File: src/rtl/mac_feeder.sv
// mac_feeder: groups LEN operand pairs into one dot product, drives a pipelined
// MAC through registers, waits for the pipeline to drain, then presents the result.
module mac_feeder #(
  parameter int INW  = 16,
  parameter int OUTW = 64,
  parameter int LEN  = 4
) (
  input  logic            clk,
  input  logic            reset,
  input  logic [INW-1:0]  in_a,
  input  logic [INW-1:0]  in_b,
  input  logic [INW-1:0]  in_bias,
  input  logic            in_valid,
  output logic            in_ready,
  output logic [INW-1:0]  mac_in0,
  output logic [INW-1:0]  mac_in1,
  output logic [INW-1:0]  mac_init_value,
  output logic            mac_init_acc,
  output logic            mac_valid,
  input  logic [OUTW-1:0] mac_out,
  output logic [OUTW-1:0] res_data,
  output logic            res_valid,
  input  logic            res_ready
);

  localparam int CW = $clog2(LEN + 1);
  localparam logic [CW-1:0] LAST = CW'(LEN - 1);

  typedef enum logic [1:0] {RUN, W1, W2, OUT} state_t;

  state_t        state, state_nxt;
  logic [CW-1:0] cnt, cnt_nxt;
  logic          accept;
  logic          first;

  // Pairs are only taken while running; W1/W2 cover the MAC drain so that the
  // next vector's init never collides with the last accumulation.
  assign in_ready = (state == RUN);
  assign accept   = in_valid && in_ready;
  assign first    = (cnt == '0);
  // The MAC sees no valid/init while in OUT, so its output is already stable.
  assign res_data = mac_out;

  // State and pair counter registers.
  always_ff @(posedge clk) begin
    if (reset) begin
      state <= RUN;
      cnt   <= '0;
    end else begin
      state <= state_nxt;
      cnt   <= cnt_nxt;
    end
  end

  // Next-state: count accepts, drain two cycles, hold result until taken.
  always_comb begin
    state_nxt = state;
    cnt_nxt   = cnt;
    res_valid = 1'b0;
    case (state)
      RUN: begin
        if (accept) begin
          if (cnt == LAST) begin
            cnt_nxt   = '0;
            state_nxt = W1;
          end else begin
            cnt_nxt = cnt + CW'(1);
          end
        end
      end
      W1: state_nxt = W2;
      W2: state_nxt = OUT;
      OUT: begin
        res_valid = 1'b1;
        if (res_ready) state_nxt = RUN;
      end
      default: state_nxt = RUN;
    endcase
  end

  // Registered MAC drive; operands and init value hold between accepts.
  always_ff @(posedge clk) begin
    if (reset) begin
      mac_in0        <= '0;
      mac_in1        <= '0;
      mac_init_value <= '0;
      mac_init_acc   <= 1'b0;
      mac_valid      <= 1'b0;
    end else begin
      mac_valid    <= accept;
      mac_init_acc <= accept && first;
      if (accept) begin
        mac_in0 <= in_a;
        mac_in1 <= in_b;
      end
      if (accept && first) mac_init_value <= in_bias;
    end
  end

endmodule
File: config.mk
export PLATFORM = sky130hd
export DESIGN_NAME = mac_feeder
export DESIGN_NICKNAME = d
export VERILOG_FILES = /design/src/rtl/mac_feeder.sv
export SDC_FILE = /design/constraint.sdc
export NUM_CORES = 1
export LEC_CHECK = 0
export CORE_MARGIN = 4
export CORE_UTILIZATION = 34
export CTS_CLUSTER_SIZE = 40
export DETAILED_ROUTE_END_ITERATION = 10
export PLACE_DENSITY = 0.87
export SETUP_SLACK_MARGIN = 0.02
export SLEW_MARGIN = 10
export SYNTH_ARGS = -nofsm -noshare
export SYNTH_HDL_FRONTEND = slang
export SYNTH_SLANG_ARGS = --single-unit
export TNS_END_PERCENT = 20
File: constraint.sdc
create_clock -name clk -period 3.95 [get_ports clk]
set_clock_uncertainty 0.15 [all_clocks]
set_input_delay 0.5925 -clock clk [delete_from_list [all_inputs] [get_ports clk]]
set_output_delay 0.5925 -clock clk [all_outputs]
set_load 0.05 [all_outputs]
==> results.cfg <==
[outcome]
status = completed

[cts]
clkSlewWorstSetupHoldPaths_ps = 90
h-tree-depth = 2
cts_buffers = 5
clk_latency_ps = 300
ctsResizeCount = 0
clockBufferDepth = 2
cts_tree = yes
cts_setup_buffers = 0
cts_hold_buf = 0
root_buffer = clkbuf_8
cts.sinks = 55

[sta]
setup-tns-final_ps = 0
fin_crit_sh_pct = 65.9
drv_slew = 0
setup_viol = 0
period_minus_slack_ps = 2600
hold_viol = 0
worst_pin_slew_ps = 1080
fmax_mhz = 384
max_slew_margin_pct = 28.1
rsz0062_at_grt = no

[power_and_ir_drop]
p_leak_nw = 1.19
ir_drop_mv = 0.191
p_per_area_nw_per_um2 = 500

[grt]
grt_max_degree = 58
grt_pass1_vias = 1848
gr-total-overflow = 0
grt_pass1_wl_um = 8660
grt_use_total_pct = 12.2
antenna_found_initial = 0

[synthesis]
yosysSeqAreaShare_pct = 42.6
yosys.area.top_type = dfxtp_1
synth_top_family_by_area = buffers and inverters
synthTopCellsByArea = dfxtp_1 (43%), buf_4 (19%), nand2_1 (14%)
yosysMostFrequentCell = nand2_1
synth_fa_ha_area_share_pct = 2.90
synth_edf_count = 0
ys_warn_count = 0
synth_common_cells = nand2_1 (98), buf_4 (65), dfxtp_1 (55)
synthXorXnorAreaFrac_pct = 0
synthMuxAreaShare_pct = 0.774
netlist_instances = 313
synth_seq_cells = 55
syn-num-nets = 435
syn_area_per_cell_um2 = 8.26
synth_flop_cell = dfxtp_1
synth_compound_area_share_pct = 11.8
synth_area_um2 = 2590
yosys.area_share.simple_pct = 18.3
synthArstFlopShare_pct = 0
yosysTopAreaCellShare_pct = 42.6
synth_cell_types = 24

[layout]
layout-drive-gt1-share_pct = 6.09
num_antenna_cells = 0
fin_nets = 466
area_growth_pct = 25.5
post-route-util_pct = 44.3
final.fill_count = 680

[worst_setup_path]
max_stage_delay_ps = 850
startpoint_type = flip-flop
r2r_start = state[0]
worstPathCellList = inv_1, ha_1, clkdlybuf4s50_1
slowest_stage = clkdlybuf4s50_1
cp-startpoint = state[0]
crit_arrival_ps = 1860
path_max_fanout = 6
crit_required_ps = 3210
worst_setup_path_end_kind = output port
path_class = reg2out

[detailed_routing]
drt_pass1_iterations = 6
viasPerCell = 4.51
num_vias = 2002
ant_nets = 0
totalWireLength_um = 5780
drt_iter0_markers = 38
wl_per_cell_um = 13.0
drc_errors = 0

[floorplanning]
io_pins = 232
die_area_um2 = 9070
rows = 31
die_width_um = 95.2
start_util_pct = 35.3
fp.dieH_um = 95.2
fp.coreArea_um2 = 7330

[placement]
gp_congestion = 0.617
io_buffers = 103
dp_hpwl_um = 4340

[run]
maxCapViolCount = 0

[worst_hold_path]
hold_path.class = reg2reg
min_from = mac_in1[3]
-- area by class of cell --
| class | count | area (µm²) | area share (%) |
|---|---|---|---|
| clock buffers | 8 | 100 | 3.08 |
| inverters | 4 | 15.0 | 0.462 |
| multi-input cells | 174 | 873 | 26.9 |
| flip-flops and latches | 55 | 1100 | 33.9 |
| well taps | 99 | 124 | 3.82 |
| repair buffers | 104 | 1030 | 31.8 |
-- path summary, 6_finish.rpt --
check / endpoint / slack [ps] / depth (start not counted)
worst max-delay path: in_ready / 1350 / 3
worst min-delay path: mac_in1[3] / 310 / 2
worst max register to register: mac_in1[5] / 2100 / 6
worst min register to register: mac_in1[3] / 310 / 2
-- report_power, final --
group	leakage, nW	total, mW	switching [mW]	internal (mW)
clock network	0.0515	0.326	0.166	0.160
logic	0.689	0.638	0.417	0.220
registers	0.452	0.660	0.0359	0.624
total	1.19	1.62	0.619	1.00
-- flip-flops by register name (all words and copies together), names as in the netlist --
signal	cells
state	2
cnt	3
mac_in1	16
mac_valid	1
mac_init_value	16
mac_in0	16
mac_init_acc	1
-- stage by stage --
stage	total power, mW	cells	cell area, µm²	hold WS [ps]	worst slack [ps]
floorplan	1.30	313	2590	299	2120
global route	1.73	444	3250	323	1260
finish	1.62	444	3250	306	1350
global placement	1.30	436	3150	292	1670
detailed placement	1.32	436	3150	296	1610
CTS	1.65	444	3250	308	1320
-- layer usage --
metal	track usage, %	vias to the layer above	part of all wire (%)
met5	0	-	0
met4	5.53	0	2.7
met3	5.52	26	14
met2	20.8	111	48
met1	12.7	879	35
li1	-	986	-
-- critical path: cells and delay by family, from the launching register on --
kind                       cells  cell delay, ps
DFF                            1             340
buffers and inverters          2             950
adders and majority gates      1             280
-- cell usage in the layout, fill, tap and decap left out --
master           count
a21oi_1             42
a21oi_2             10
and2_1               1
and4b_1              1
buf_2                1
buf_4                1
clkbuf_1             1
clkbuf_8             7
clkdlybuf4s50_1    102
dfxtp_1             55
ha_1                 6
inv_1                4
mux2i_1              2
nand2_1             98
nand2_2              1
nand2b_1             5
nand3_1              2
nand3b_1             1
nand4b_2             1
nor2_1               1
nor2b_1              1
nor4b_1              1
o21bai_1             1
-- cells by family (layout without fill, tap and decap cells) --
family          count (synthesis)  in the layout
flops                          55             55
buf+inv                        84            116
fa+ha+maj                       6              6
compound gates                 53             53
simple gates                  113            113
mux                             2              2
Power figures use the tool's default switching activity.
